[config.mk]
export PLATFORM = sky130hd
export DESIGN_NAME = pipe_scoreboard
export DESIGN_NICKNAME = d
export VERILOG_FILES = /design/src/rtl/sb_pkg.sv /design/src/rtl/sb_reg_entry.sv /design/src/rtl/pipe_scoreboard.sv
export SDC_FILE = /design/constraint.sdc
export NUM_CORES = 1
export LEC_CHECK = 0
export CORE_ASPECT_RATIO = 0.9
export CORE_MARGIN = 2
export CORE_UTILIZATION = 30
export DETAILED_ROUTE_END_ITERATION = 8
export HOLD_SLACK_MARGIN = 0.06
export PLACE_DENSITY = 0.47
export SYNTH_ARGS = -nofsm -noshare
export SYNTH_HDL_FRONTEND = slang
export SYNTH_SLANG_ARGS = --single-unit
[constraint.sdc]
create_clock -name clk -period 16 [get_ports clk]
set_clock_uncertainty 0.15 [all_clocks]
set_input_delay 3.2 -clock clk [delete_from_list [all_inputs] [get_ports clk]]
set_output_delay 3.2 -clock clk [all_outputs]
set_load 0.1 [all_outputs]
[src/rtl/sb_pkg.sv]
// Shared types and helpers for the issue scoreboard: width derivation, lane
// request record and producer-latency saturation.
package sb_pkg;

  // Upper bounds for the lane request fields; lanes zero-extend into these.
  localparam int RW_MAX = 8;
  localparam int LW_MAX = 8;

  function automatic int sb_rw(input int nregs);
    return $clog2(nregs);
  endfunction

  function automatic int sb_lw(input int max_lat);
    return $clog2(max_lat + 1);
  endfunction

  typedef struct packed {
    logic              valid;
    logic [RW_MAX-1:0] rs;
    logic [RW_MAX-1:0] rt;
    logic [RW_MAX-1:0] rd;
    logic              rsuse;
    logic              rtuse;
    logic              wen;
    logic [LW_MAX-1:0] lat;
  } lane_req_t;

  function automatic logic [LW_MAX-1:0] sat_lat(input logic [LW_MAX-1:0] lat,
                                                input int max_lat);
    if (int'(lat) > max_lat) return LW_MAX'(max_lat);
    return lat;
  endfunction

endpackage

[src/rtl/sb_reg_entry.sv]
// One scoreboard slot: pending-latency counter plus the "issued last cycle"
// marker that lets a flush cancel only the killed producer.
module sb_reg_entry #(
  parameter int LW = 3
) (
  input  logic          clk,
  input  logic          reset,
  input  logic          flush,
  input  logic          hold,
  input  logic          wr,
  input  logic [LW-1:0] wr_lat,
  output logic [LW-1:0] cnt
);

  logic          young;
  logic [LW-1:0] cnt_dec;

  assign cnt_dec = (cnt != '0) ? cnt - LW'(1) : '0;

  always_ff @(posedge clk or negedge reset) begin
    if (!reset) begin
      cnt   <= '0;
      young <= 1'b0;
    end else if (flush) begin
      cnt   <= young ? '0 : cnt_dec;
      young <= 1'b0;
    end else if (!hold) begin
      if (wr) begin
        cnt   <= wr_lat;
        young <= 1'b1;
      end else begin
        cnt   <= cnt_dec;
        young <= 1'b0;
      end
    end
  end

endmodule

[src/rtl/pipe_scoreboard.sv]
// N-wide in-order issue scoreboard with per-register pending-latency counters.
// Define SB_BYPASS_EN when a forwarding path covers the completing stage.
module pipe_scoreboard
  import sb_pkg::*;
#(
  parameter  int LANES   = 2,
  parameter  int NREGS   = 32,
  parameter  int MAX_LAT = 7,
  localparam int RW      = sb_rw(NREGS),
  localparam int LW      = sb_lw(MAX_LAT)
) (
  input  logic                clk,
  input  logic                reset,
  input  logic [LANES-1:0]    iss_valid,
  input  logic [LANES*RW-1:0] iss_rs,
  input  logic [LANES*RW-1:0] iss_rt,
  input  logic [LANES-1:0]    iss_rsuse,
  input  logic [LANES-1:0]    iss_rtuse,
  input  logic [LANES*RW-1:0] iss_rd,
  input  logic [LANES-1:0]    iss_wen,
  input  logic [LANES*LW-1:0] iss_lat,
  input  logic                hold,
  input  logic                flush,
  output logic [LANES-1:0]    issue_ok,
  output logic [NREGS-1:0]    busy
);

  lane_req_t         req     [LANES];
  logic [LW_MAX-1:0] lat_sat [LANES];
  logic [LW-1:0]     cnt     [NREGS];
  logic [LANES-1:0]  raw_ok;
  logic              chain;
  logic [NREGS-1:1]  wr_vec;
  logic [LW-1:0]     wr_lat  [1:NREGS-1];

  // With forwarding, a producer in its final cycle is already usable.
  function automatic logic src_ready(input logic [LW-1:0] c);
`ifdef SB_BYPASS_EN
    return (c <= LW'(1));
`else
    return (c == '0);
`endif
  endfunction

  always_comb begin
    for (int i = 0; i < LANES; i++) begin
      req[i].valid = iss_valid[i];
      req[i].rs    = RW_MAX'(iss_rs[i*RW +: RW]);
      req[i].rt    = RW_MAX'(iss_rt[i*RW +: RW]);
      req[i].rd    = RW_MAX'(iss_rd[i*RW +: RW]);
      req[i].rsuse = iss_rsuse[i];
      req[i].rtuse = iss_rtuse[i];
      req[i].wen   = iss_wen[i];
      req[i].lat   = LW_MAX'(iss_lat[i*LW +: LW]);
      lat_sat[i]   = sat_lat(req[i].lat, MAX_LAT);
    end
  end

  always_comb begin
    raw_ok = '0;
    for (int j = 0; j < LANES; j++) begin
      raw_ok[j] = 1'b1;
      if (req[j].rsuse && !src_ready(cnt[req[j].rs[RW-1:0]])) raw_ok[j] = 1'b0;
      if (req[j].rtuse && !src_ready(cnt[req[j].rt[RW-1:0]])) raw_ok[j] = 1'b0;
      if (req[j].wen && (LW_MAX'(cnt[req[j].rd[RW-1:0]]) > lat_sat[j])) raw_ok[j] = 1'b0;
      // Older writers in the same bundle are not yet in the counters.
      for (int i = 0; i < j; i++) begin
        if (req[i].valid && req[i].wen && (req[i].rd != '0) &&
            ((req[j].rsuse && (req[i].rd == req[j].rs)) ||
             (req[j].rtuse && (req[i].rd == req[j].rt)) ||
             (req[j].wen   && (req[i].rd == req[j].rd))))
          raw_ok[j] = 1'b0;
      end
    end
  end

  always_comb begin
    issue_ok = '0;
    chain    = ~(hold | flush);
    for (int i = 0; i < LANES; i++) begin
      issue_ok[i] = chain & req[i].valid & raw_ok[i];
      chain       = issue_ok[i];
    end
  end

  // Issue latency of zero still occupies the register for one cycle.
  always_comb begin
    for (int r = 1; r < NREGS; r++) begin
      wr_vec[r] = 1'b0;
      wr_lat[r] = LW'(1);
      for (int i = 0; i < LANES; i++) begin
        if (issue_ok[i] && req[i].wen && (req[i].rd == RW_MAX'(r))) begin
          wr_vec[r] = 1'b1;
          wr_lat[r] = (lat_sat[i] == '0) ? LW'(1) : lat_sat[i][LW-1:0];
        end
      end
    end
  end

  assign cnt[0] = '0;

  for (genvar r = 1; r < NREGS; r++) begin : g_ent
    sb_reg_entry #(.LW(LW)) u_ent (
      .clk    (clk),
      .reset  (reset),
      .flush  (flush),
      .hold   (hold),
      .wr     (wr_vec[r]),
      .wr_lat (wr_lat[r]),
      .cnt    (cnt[r])
    );
  end

  always_comb begin
    for (int r = 0; r < NREGS; r++) busy[r] = (cnt[r] != '0);
  end

endmodule

Yosys cells after proc, flatten, opt, wreduce, memory -nomap -nowiden

Index checks and enable logic that the tools add are counted.

Bits in registers: 124
Output and inout bits: 34
Logic and storage cells: 698

Add/subtract/negate cells: 31
Order comparisons: 8
Equality and inequality tests: 66
Mux-type cells: 399
Bitwise logic cells: 12
Reductions and logical operators: 120

Operators with widths:

| operator                                                  | count |
|---|---|
| two-way mux 3 bit                                         | 231 |
| two-way mux 1 bit                                         | 162 |
| == test 5 bit (second input constant)                     | 32 |
| nonzero test 3 bit                                        | 31 |
| subtractor 3 x 1 -> 3 bit (second input constant)         | 31 |
| binary-select mux 3 bit (select 5 bit)                    | 6 |
| == test 5 x 4 -> 1 bit (second input constant)            | 16 |
| logical AND 1 bit                                         | 76 |
| == test 5 x 3 -> 1 bit (second input constant)            | 8 |
| greater-or-equal comparator 6 bit (second input constant) | 6 |
| inverter 5 -> 6 bit                                       | 6 |
| == test 5 x 2 -> 1 bit (second input constant)            | 4 |
| zero test 8 bit                                           | 2 |
| == test 5 bit                                             | 3 |
| zero test 3 bit                                           | 4 |
| == test 5 x 1 -> 1 bit (second input constant)            | 2 |
| nonzero test 8 bit                                        | 1 |
| > comparator 3 bit                                        | 2 |
| AND 1 bit                                                 | 4 |
| zero test 1 bit                                           | 4 |
| logical OR 1 bit                                          | 2 |
| != test 2 x 1 -> 1 bit (second input constant)            | 1 |
| inverter 1 bit                                            | 1 |
| bitwise OR 1 bit                                          | 1 |

Depth between registers and ports, before layout

Gate-level depths: netlist of the first run.

Word-level depth: 19
Gate-level depth with buffers: 24

Hierarchy

A second synthesis of the first run with hierarchy kept.

Cells, all modules: 1788
Area, all modules: 13673.1 µm²

By module, submodules not included:

| module          | instances | cells an instance | area an instance (µm²) |
|---|---|---|---|
| sb_reg_entry    | 31        | 27                | 235.2 |
| pipe_scoreboard | 1         | 951               | 6381.1 |

Worst setup path after synthesis of the first run

OpenSTA, ideal clock, no wires.

Path type: input-to-output
Start point: input port iss_rd[0]
End point: output port issue_ok[1]
Arrival: 7.975 ns
Setup slack: 4.675 ns
Stages: 17
Buffers on the path: 5
Cells stage by stage: clkbuf_1 -> buf_1 -> clkbuf_1 -> mux4_2 -> mux4_2 -> mux2i_1 -> ha_1 -> nor2b_1 -> o21ai_0 -> a21oi_1 -> a2111o_1 -> o2bb2ai_1 -> buf_4 -> o21ai_1 -> inv_1 -> and3_1 -> buf_4

Cells in the longest elaborated chain, start to end: 10
Elaborated cells between the ends (all ways): 22
Those cells by class: 1 x order compare; 3 x eq/ne; 5 x mux; 4 x bitwise; 9 x reduce/logical

RTL lines:

| element                                               | line                  | RTL |
|---|---|---|
| start, declared                                       | pipe_scoreboard.sv:19 | `input logic [LANES*RW-1:0] iss_rd,` |
| inverter 5 -> 6 bit (implied by the code)             | pipe_scoreboard.sv:65 | `if (req[j].wen && (LW_MAX'(cnt[req[j].rd[RW-1:0]]) > lat_sat[j])) raw_ok[j] = 1'b0;` |
| binary-select mux 3 bit (select 5 bit)                | pipe_scoreboard.sv:65 |  |
| two-way mux 3 bit (implied by the code) (2 in series) | pipe_scoreboard.sv:65 |  |
| > comparator 3 bit                                    | pipe_scoreboard.sv:65 |  |
| logical AND 1 bit                                     | pipe_scoreboard.sv:65 |  |
| two-way mux 1 bit                                     | pipe_scoreboard.sv:65 |  |
| AND 1 bit                                             | pipe_scoreboard.sv:81 | `issue_ok[i] = chain & req[i].valid & raw_ok[i];` |
| net issue_ok[0]                                       | pipe_scoreboard.sv:24 | `output logic [LANES-1:0] issue_ok,` |
| AND 1 bit (2 in series)                               | pipe_scoreboard.sv:81 |  |
| end, declared                                         | pipe_scoreboard.sv:24 |  |

The timed path passes the listed nets, and every way through them passes these cells. The select of a mux whose other input is x is not followed.

Worst setup path after layout of the first run

Start point: input port iss_rd[1]
End point: output port issue_ok[1]

Cells in the longest elaborated chain, start to end: 10
Elaborated cells between the ends (all ways): 22
Those cells by class: 1 x order compare; 3 x eq/ne; 5 x mux; 4 x bitwise; 9 x reduce/logical

RTL lines:

| element                                               | line |
|---|---|
| inverter 5 -> 6 bit (implied by the code)             | pipe_scoreboard.sv:65 |
| binary-select mux 3 bit (select 5 bit)                | pipe_scoreboard.sv:65 |
| two-way mux 3 bit (implied by the code) (2 in series) | pipe_scoreboard.sv:65 |
| > comparator 3 bit                                    | pipe_scoreboard.sv:65 |
| logical AND 1 bit                                     | pipe_scoreboard.sv:65 |
| two-way mux 1 bit                                     | pipe_scoreboard.sv:65 |
| AND 1 bit (2 in series)                               | pipe_scoreboard.sv:81 |
| AND 1 bit (*)                                         | pipe_scoreboard.sv:81 |

Mark *: on every way between the ends. The rest lies on a longest branch, timed or not. The select of a mux whose other input is x is not followed.

==> results.txt, run 1 <==
Outcome: finished, final reports clean
Ys flop type: dfrtp_1
Crit path capture type: primary output
Period minus WS final: 11.90 ns
Share of cells above drive strength 1: 13.3%
Tightest Pin Transition: 1.44 ns
Crit path kind: input port to primary output
Number of synthesized register bits: 124
Vias in the first global route: 13.4k
Critical-path top delay cell: clkdlybuf4s50_1
Worst-path fanout max: 38
Core area: 43100 µm²
Overflow left after global routing: 0
Skew-Pair Late Insertion Delay: 0.47 ns
Crit path depth: 16
Root Buffer: clkbuf_16
Mapped Cells: 1650
Hold Buf Count CTS: 0
Leakage: 5.90 nW
Final hold vios: 0
Avg WL per Cell: 31.6 µm
Min-delay src: g_ent[31].u_ent.young
YS warnings: 0
Die Y: 202 µm
RePlAce Congestion: 0.986
Remaining DRCs: 0
Highest clock rate: 84.0 MHz
Via density per instance: 6.63
Hold EP: g_ent[31].u_ent.young
Avg Inst Size Synth: 7.94 µm²
Initial DRC count: 2061
Slowest stage delay, CP: 1.15 ns
H-tree depth: 4
Setup TNS: 0 ns
Largest net degree at the start of global routing: 66
CP top delay family: buffers and inverters
RR Endpoint: g_ent[17].u_ent.cnt[1]
DRT Pass-1 Iters: 6
Max Cap Violations: 0
CTS sink count: 124
Bufs on Longest Clock Path: 2
CP Buf/Inv Count: 4
TritonCTS buffer count: 17
Gr usage total: 30.8%
Synth unique cells: 96
Antenna violations before repair: 2
FFs w/ async S/R, synth: 100%
Reg2reg start: g_ent[24].u_ent.cnt[1]
Startpoint Class: input port
Mapped cell area: 13100 µm²
# setup viols final: 0
Post-synth EDFFs: 0
Routed wire length: 70700 µm
Register area share after synthesis: 23.7%
Unrepaired setup endpoints after global routing: no
Vias: 14.8k
R2r setup slk: 10.21 ns
Cell depth of the worst hold path: 2
Worst EP required: 12.65 ns
Post-CTS sizing: 0
Pwr dens: 129 nW/µm²
N_diodes: 0
CTS tree: built
IO Pins: 82
Post-Syn Nets: 1704
ANT nets after route: 0
WP data arrival: 8.55 ns
Nets: 1720
IR Drop Worst-Case VDD: 0.0615 mV
Max layer used: met5
Worst Hold Class: flop to flop
Reg2Reg Depth: 14
Detail Placement HPWL: 50400 µm
Most frequent CP cell: mux2_2
I/O Buffers: 80
Row Count: 72
Die area: 45400 µm²
WL met3: 8730 µm
Starting Density: 30.4%
Final Max Slew Viols: 0
Slew headroom: 4.22%
Crit-path cells: buf_2, mux2_2, a22o_1, mux4_2, mux2_2, ha_1, nor2b_1, o21ai_0, a21oi_1, a2111o_1, o2bb2ai_1, buf_4, o21ai_1, inv_1, and3_1, clkdlybuf4s50_1
DR WL met2: 28700 µm
M1 WL: 30800 µm
Die width: 224 µm
Final worst-path cycle share: 74.4%
Reg clk slew, reported paths: 0.06 ns
Postcts setup bufs: 0
First-pass GRT wire length: 101000 µm
Core Util, Final: 35.0%
P&R area growth vs syn: 15.1%
==> stage by stage <==
step,worst slack [ns],power (mW),hold slack [ns],area [µm²],cells
after floorplan,4.68,1.16,0.288,13100,1650
after detailed placement,4.25,1.49,0.318,14500,2202
after CTS,4.21,1.93,0.331,15100,2234
final,4.10,1.95,0.330,15100,2234
after global routing,3.90,2.03,0.347,15100,2234
after global placement,4.31,1.49,0.308,14500,2202
==> routing by layer <==
| metal | global-route usage [%] | vias to the layer above |
|---|---|---|
| li1 | - | 6310 |
| met1 | 44.3 | 7377 |
| met2 | 42.6 | 986 |
| met3 | 10.3 | 131 |
| met4 | 11.0 | 4 |
| met5 | 0 | - |
==> state kept, by name (all words and copies together) (netlist names) <==
signal and flops:
g_ent.u_ent.young 31, g_ent.u_ent.cnt 93
==> how the worst max path moves through the flow <==
stage / startpoint / to / slack [ns]
floorplan: iss_rd[0] / issue_ok[1] / 4.68
global placement: iss_rd[5] / issue_ok[1] / 4.31
detailed placement: iss_rd[1] / issue_ok[1] / 4.25
CTS: iss_rd[1] / issue_ok[1] / 4.21
global route: iss_rd[5] / issue_ok[1] / 3.90
finish: iss_rd[1] / issue_ok[1] / 4.10
==> report_power, final <==
group / leakage [nW] / internal (mW) / total, mW / switching [mW]
combinational: 3.95 / 0.327 / 0.991 / 0.664
sequential: 1.64 / 0.359 / 0.527 / 0.168
clock: 0.305 / 0.272 / 0.433 / 0.161
total: 5.90 / 0.958 / 1.95 / 0.994
==> cells in the mapped netlist (47+ instances only) <==
cell type	n	area, µm²
nand2_1	179	672
a31oi_1	52	325
o21ai_0	113	566
mux2i_1	47	470
clkbuf_1	87	327
mux4_2	63	1420
inv_1	67	251
nor3_1	109	546
nand3_1	64	320
nor2_1	142	533
dfrtp_1	124	3100
a21oi_1	80	400
==> cells in the final DEF, fill, tap and decap left out, drive strengths merged, types with 8 or more instances in the layout <==
cell type	synthesis	routed
buf	55	65
xor2	12	12
dfrtp	124	124
a2111oi	9	9
nor2	144	144
a211oi	23	23
clkdlybuf4s50	0	75
a221oi	22	22
or3	12	12
nor3	124	124
a221o	12	12
clkbuf	88	25
a211o	16	16
a21o	9	9
nand4	13	13
mux2i	47	47
o21ai	124	124
o31ai	30	30
a31oi	52	52
a32o	8	8
nand2	179	179
a22oi	13	13
a21oi	82	82
nand3	64	64
a21boi	8	8
mux2	17	17
nor4	21	21
inv	68	68
and2	13	13
nor2b	16	16
nand2b	32	32
o22ai	23	23
mux4	63	63
nor3b	8	8
o211ai	26	26
==> kinds of logic after synthesis <==
group	after synthesis	synth area share, %
DFF	124	23.7
buffers and inverters	213	6.72
AOI/OAI and AO/OA	517	27.6
xor gates and xnor gates	15	1.00
other	1	0.0286
adders and majority gates	6	0.573
muxes	127	15.9
and+or+nand+nor	647	24.5
==> cell type report <==
class                   instances  area, µm²
flip-flops and latches        124       3100
clock buffers                  25        485
multi-input cells            1313       9170
well taps                     555        694
inverters                      70        263
clock inverters                 7        135
repair buffers                140       1230
fillers                      4530      28000
==> tightest hold or removal path, stage by stage, from the launching register on <==
cell	delay, ns
dfrtp_1	0.34
nand2_1	0.05
nand2_1	0.06
No activity file was read; power rests on OpenSTA's default activity.
==> run 2, diff against run 1 <==
Settings changed: PLACE_DENSITY 0.47 to 0.49.
Clock period 16 ns to 10.7 ns, I/O delays scaled along.
==> run 2 against run 1 <==
Flip-flop and latch count is the same. First-iteration DRC count up 23%. Hold slack got worse by 0.0034 ns. Register-to-register slack got worse by 5.1 ns. Die area unchanged. Sequential share of layout area up 0.093 points. Sequential power rose by 50%. Global-route usage down 0.65 points. Final cell count is 0.27% lower. Non-clock buffer count is 6 lower. Critical path depth rose by 1. Largest power group unchanged. Highest routed layer unchanged.
==> results.txt, run 2 (same netlist as run 1, synthesis figures left out) <==
Pwr dens: 192 nW/µm² (+49%)
Vias in the first global route: 13.7k (+2.6%)
Hold_ws: 0.327 ns (-0.00336 ns)
Crit-path cells: buf_2, mux2_2, a22o_1, mux4_2, mux2_2, ha_1, nor2b_1, o21ai_0, a21oi_1, a2111o_1, o2bb2ai_1, buf_4, o21ai_1, buf_4, inv_1, and3_1, buf_12
Core Util, Final: 34.9% (-0.16 points)
Tightest Pin Transition: 1.26 ns (-0.178 ns)
Skew-Pair Late Insertion Delay: 0.45 ns (-0.02 ns)
Final hold vios: 0 (unchanged)
Post-CTS sizing: 0 (unchanged)
Worst EP required: 8.41 ns (-4.24 ns)
CTS sink count: 124 (unchanged)
Detail Placement HPWL: 49100 µm (-2.7%)
M1 WL: 29300 µm (-4.7%)
I/O Buffers: 80 (unchanged)
Commonest cells after routing, fill and taps aside: nand2_1 (178), nor2_1 (140), dfrtp_1 (124)
ANT nets after route: 0 (unchanged)
Starting Density: 30.4% (unchanged)
Max reg flops: 93 (unchanged)
TritonCTS buffer count: 17 (unchanged)
Hold Buf Count CTS: 0 (unchanged)
Largest net degree at the start of global routing: 69 (+4.5%)
Place WS: 1.97 ns (-2.28 ns)
Overflow left after global routing: 0 (unchanged)
Leakage: 5.86 nW (-0.60%)
Die Y: 202 µm (unchanged)
First-pass GRT wire length: 100000 µm (-0.69%)
Slowest stage delay, CP: 0.69 ns (-0.46 ns)
Core area: 43100 µm² (unchanged)
Share of cells above drive strength 1: 13.2% (-0.13 points)
Via density per instance: 6.71 (+1.3%)
Root Buffer: clkbuf_16
CTS tree: built
P&R area growth vs syn: 14.6%
Critical-path top delay cell: buf_2
Die width: 224 µm (unchanged)
Final Max Slew Viols: 0 (unchanged)
Startpoint Class: input port
Outcome: finished, final reports clean
# setup viols final: 0 (unchanged)
Crit path kind: input port to primary output
IO Pins: 82 (unchanged)
Max Cap Violations: 0 (unchanged)
Highest clock rate: 113 MHz
Largest registers: g_ent.u_ent.cnt (93), g_ent.u_ent.young (31)
Vias: 15.0k (+0.98%)
Fin worst setup slack: 1.86 ns (-2.24 ns)
Die area: 45400 µm² (unchanged)
Initial DRC count: 2532 (+23%)
Reg with most FFs: g_ent.u_ent.cnt
DR WL met2: 27600 µm (-3.6%)
Bufs on Longest Clock Path: 2 (unchanged)
Crit path capture type: primary output
Avg WL per Cell: 30.8 µm (-2.6%)
RePlAce Congestion: 0.999 (+1.4%)
WP data arrival: 6.55 ns (-2.00 ns)
Nets: 1714 (-0.35%)
Final worst-path cycle share: 82.6%
Worst Hold Class: flop to flop
Slew headroom: 15.4% (+11 points)
Gr usage total: 30.2% (-0.65 points)
Worst-path fanout max: 38 (unchanged)
Period minus WS final: 8.84 ns
Antenna violations before repair: 5 (+3)
Remaining DRCs: 0 (unchanged)
DRT Pass-1 Iters: 6 (unchanged)
WL met3: 9070 µm (+3.9%)
IR Drop Worst-Case VDD: 0.106 mV (+73%)
Reg clk slew, reported paths: 0.06 ns (about the same)
Postcts setup bufs: 0 (unchanged)
Routed wire length: 68600 µm (-2.9%)
Setup TNS: 0 ns (unchanged)
Max layer used: met5
Unrepaired setup endpoints after global routing: no
Commonest non-fill, non-tap cell in the layout: nand2_1
Row Count: 72 (unchanged)
H-tree depth: 4 (unchanged)
N_diodes: 0 (unchanged)
-- run 2: changes by cell type in the layout (fill, tap and decap cells not counted) --
cell / before / now
a21oi_2: 2 / 3
clkdlybuf4s50_1: 75 / 73
bufinv_16: 4 / 3
clkinv_2: 3 / 5
buf_12: 0 / 1
clkbuf_8: 3 / 2
a21oi_1: 80 / 79
buf_4: 60 / 55
-- run 2: report_power, final --
group | switching [mW] | internal [mW]
Combinational | 0.992 | 0.485
Clock | 0.243 | 0.377
Sequential | 0.252 | 0.536
Total | 1.49 | 1.40
-- run 2: critical path, delay by kind of cell --
family                     cells  cell delay, ns
AOI/OAI and AO/OA              6            1.13
adders and majority gates      1            0.28
buffers and inverters          5            1.38
muxes                          3            1.17
and+or+nand+nor                2            0.40
-- run 2: per-stage QoR --
| step | total power, mW | instance area, µm² | cells |
|---|---|---|---|
| floorplan | 1.73 | 13100 | 1650 |
| global placement | 2.23 | 14400 | 2196 |
| detailed placement | 2.23 | 14400 | 2196 |
| CTS | 2.85 | 15000 | 2228 |
| global route | 3.01 | 15000 | 2228 |
| finish | 2.88 | 15000 | 2228 |
-- run 2: final cells by class --
class,count,area [µm²]
clock buffers,24,472
well taps,555,694
flip-flops and latches,124,3100
repair buffers,134,1190
inverters,70,263
fillers,4507,28000
multi-input cells,1313,9170
clock inverters,8,115
-- run 2: layer usage --
| layer | up-vias | global-route usage, % |
|---|---|---|
| li1 | 6305 | - |
| met1 | 7357 | 43.3 |
| met2 | 1121 | 42.0 |
| met3 | 162 | 9.96 |
| met4 | 8 | 10.7 |
| met5 | - | 0 |
-- run 2: final timing paths --
path	startpoint	endpoint	slack, ns	depth (start not counted)
min in group asynchronous	reset	g_ent[5].u_ent.young	1.59	1
worst min-delay path	g_ent[31].u_ent.young	g_ent[31].u_ent.young	0.33	2
worst min register to register	g_ent[31].u_ent.young	g_ent[31].u_ent.young	0.33	2
worst max-delay path	iss_rd[1]	issue_ok[1]	1.86	17
max in group asynchronous	reset	g_ent[19].u_ent.cnt[1]	7.46	2
worst max register to register	g_ent[8].u_ent.cnt[1]	g_ent[30].u_ent.cnt[2]	5.08	14
==> run 3, diff against run 2 <==
Settings changed: PLACE_DENSITY 0.49 to 0.47.
Clock period 10.7 ns to 9.1 ns, I/O delays scaled along.
==> run 3 against run 2 <==
Via count down 1.0%. Largest cell class unchanged. Combinational power up 19%. Routed wire length up 2.3%. Flip-flop and latch count unchanged. First-iteration DRC count down 23%.
==> results.txt, run 3 (same netlist as run 1, synthesis figures left out) <==
WP data arrival: 6.25 ns (-0.30 ns)
Hold EP: g_ent[31].u_ent.young
Gr usage total: 30.8% (+0.60 points)
IR Drop Worst-Case VDD: 0.168 mV (+58%)
Final Max Slew Viols: 0 (unchanged)
Cell depth of the worst hold path: 2 (unchanged)
# setup viols final: 0 (unchanged)
Root Buffer: clkbuf_16
Detail Placement HPWL: 51000 µm (+4.0%)
CP Buf/Inv Count: 6 (+1)
Largest registers: g_ent.u_ent.cnt (93), g_ent.u_ent.young (31)
Core area: 43100 µm² (unchanged)
Reg with most FFs: g_ent.u_ent.cnt
Commonest cells after routing, fill and taps aside: nand2_1 (178), nor2_1 (140), dfrtp_1 (124)
Crit path kind: input port to primary output
Setup TNS: 0 ns (unchanged)
Die Y: 202 µm (unchanged)
Worst-path fanout max: 28 (-26%)
Reg2Reg Depth: 14 (unchanged)
Critical-path top delay cell: buf_2
Final hold vios: 0 (unchanged)
Highest clock rate: 122 MHz
Commonest non-fill, non-tap cell in the layout: nand2_1
I/O Buffers: 80 (unchanged)
Remaining DRCs: 0 (unchanged)
Max Cap Violations: 0 (unchanged)
Reg2reg start: g_ent[7].u_ent.cnt[1]
Share of cells above drive strength 1: 13.5% (+0.33 points)
P&R area growth vs syn: 14.8%
Unrepaired setup endpoints after global routing: no
Largest net degree at the start of global routing: 67 (-2.9%)
Bufs on Longest Clock Path: 2 (unchanged)
Post-CTS sizing: 0 (unchanged)
Hold Buf Count CTS: 0 (unchanged)
Leakage: 5.87 nW (+0.10%)
Slew headroom: 9.14% (-6.3 points)
Hold_ws: 0.325 ns (-0.00193 ns)
Die width: 224 µm (unchanged)
Outcome: finished, final reports clean
Period minus WS final: 8.22 ns
Routed wire length: 70200 µm (+2.3%)
Max reg flops: 93 (unchanged)
Overflow left after global routing: 0 (unchanged)
Crit-path cells: buf_2, buf_4, mux4_2, mux4_2, mux2_2, ha_1, o21ai_0, a21oi_1, a2111o_1, o2bb2ai_1, buf_4, o21ai_1, buf_4, inv_1, and3_1, buf_12
Final worst-path cycle share: 90.3%
CP top delay family: buffers and inverters
Skew-Pair Late Insertion Delay: 0.47 ns (+0.02 ns)
Pwr dens: 225 nW/µm² (+17%)
Via density per instance: 6.63 (-1.2%)
DRT Pass-1 Iters: 6 (unchanged)
H-tree depth: 4 (unchanged)
Slowest stage delay, CP: 0.60 ns (-0.09 ns)
R2r setup slk: 3.39 ns (-1.69 ns)
N_diodes: 0 (unchanged)
Reg clk slew, reported paths: 0.06 ns (about the same)
Vias: 14.8k (-1.0%)
Die area: 45400 µm² (unchanged)
Min-delay src: g_ent[31].u_ent.young
Worst Hold Class: flop to flop
Tightest Pin Transition: 1.35 ns (+0.0937 ns)
Nets: 1717 (+0.18%)
Worst EP required: 7.13 ns (-1.28 ns)
ANT nets after route: 0 (unchanged)
Row Count: 72 (unchanged)
Layout fillers: 4482 (-0.55%)
IO Pins: 82 (unchanged)
Antenna violations before repair: 1 (-4)
Vias in the first global route: 13.6k (-0.88%)
RePlAce Congestion: 0.976 (-2.4%)
Postcts setup bufs: 0 (unchanged)
Most frequent CP cell: buf_4
First-pass GRT wire length: 101000 µm (+1.4%)
Starting Density: 30.4% (unchanged)
RR Endpoint: g_ent[17].u_ent.cnt[1]
Crit path capture type: primary output
Initial DRC count: 1955 (-23%)
Startpoint Class: input port
CTS sink count: 124 (unchanged)
TritonCTS buffer count: 17 (unchanged)
Avg WL per Cell: 31.5 µm (+2.2%)
CTS tree: built
-- run 3: cell types whose count changed in the layout (fill, tap and decap cells not counted), sizes merged --
cell	previous run	this run
clkbuf	24	19
clkinvlp	0	4
buf	61	64
clkinv	7	9
bufinv	3	2
-- run 3: how the worst max path moves through the flow --
stage	startpoint	end	slack [ns]	cells past startpoint
finish	iss_rd[0]	issue_ok[1]	0.88	16
global route	iss_rd[0]	issue_ok[1]	0.59	16
CTS	iss_rd[0]	issue_ok[1]	0.90	16
detailed placement	iss_rd[0]	issue_ok[1]	0.94	16
global placement	iss_rd[0]	issue_ok[1]	0.95	16
floorplan	iss_rd[0]	issue_ok[1]	0.54	17
-- run 3: routing by layer --
| layer | GRT usage [%] | part of all wire, % |
|---|---|---|
| met1 | 46.3 | 45 |
| met2 | 42.4 | 41 |
| met3 | 7.89 | 11 |
| met4 | 9.79 | 3.1 |
| met5 | 0 | 0.023 |
-- run 3: worst min-delay path: cells and delay by family, from the launching register on --
family           cells  cell delay, ns
DFF                  1            0.34
and+or+nand+nor      2            0.10
-- run 3: report_power, final --
group          internal [mW]  switching, mW
clock                  0.405          0.292
sequential             0.631          0.287
combinational          0.573           1.19
-- run 3: per-stage QoR --
stage	utilization [%]	std cells	area [µm²]	power [mW]	worst slack [ns]
after floorplan	-	1650	13100	2.03	0.535
after global placement	33.6	2199	14500	2.64	0.954
after detailed placement	33.6	2199	14500	2.63	0.944
after CTS	34.9	2231	15000	3.33	0.904
after global routing	34.9	2231	15000	3.52	0.588
final	34.9	2231	15000	3.38	0.879
-- run 3: final cells by class --
class / instances / area (µm²) / area share, %
Clock inverter: 13 / 125 / 0.832
Sequential cell: 124 / 3100 / 20.6
Multi-Input combinational cell: 1313 / 9170 / 61.0
Tap cell: 555 / 694 / 4.62
Timing Repair Buffer: 137 / 1240 / 8.26
Inverter: 70 / 263 / 1.75
Clock buffer: 19 / 443 / 2.95
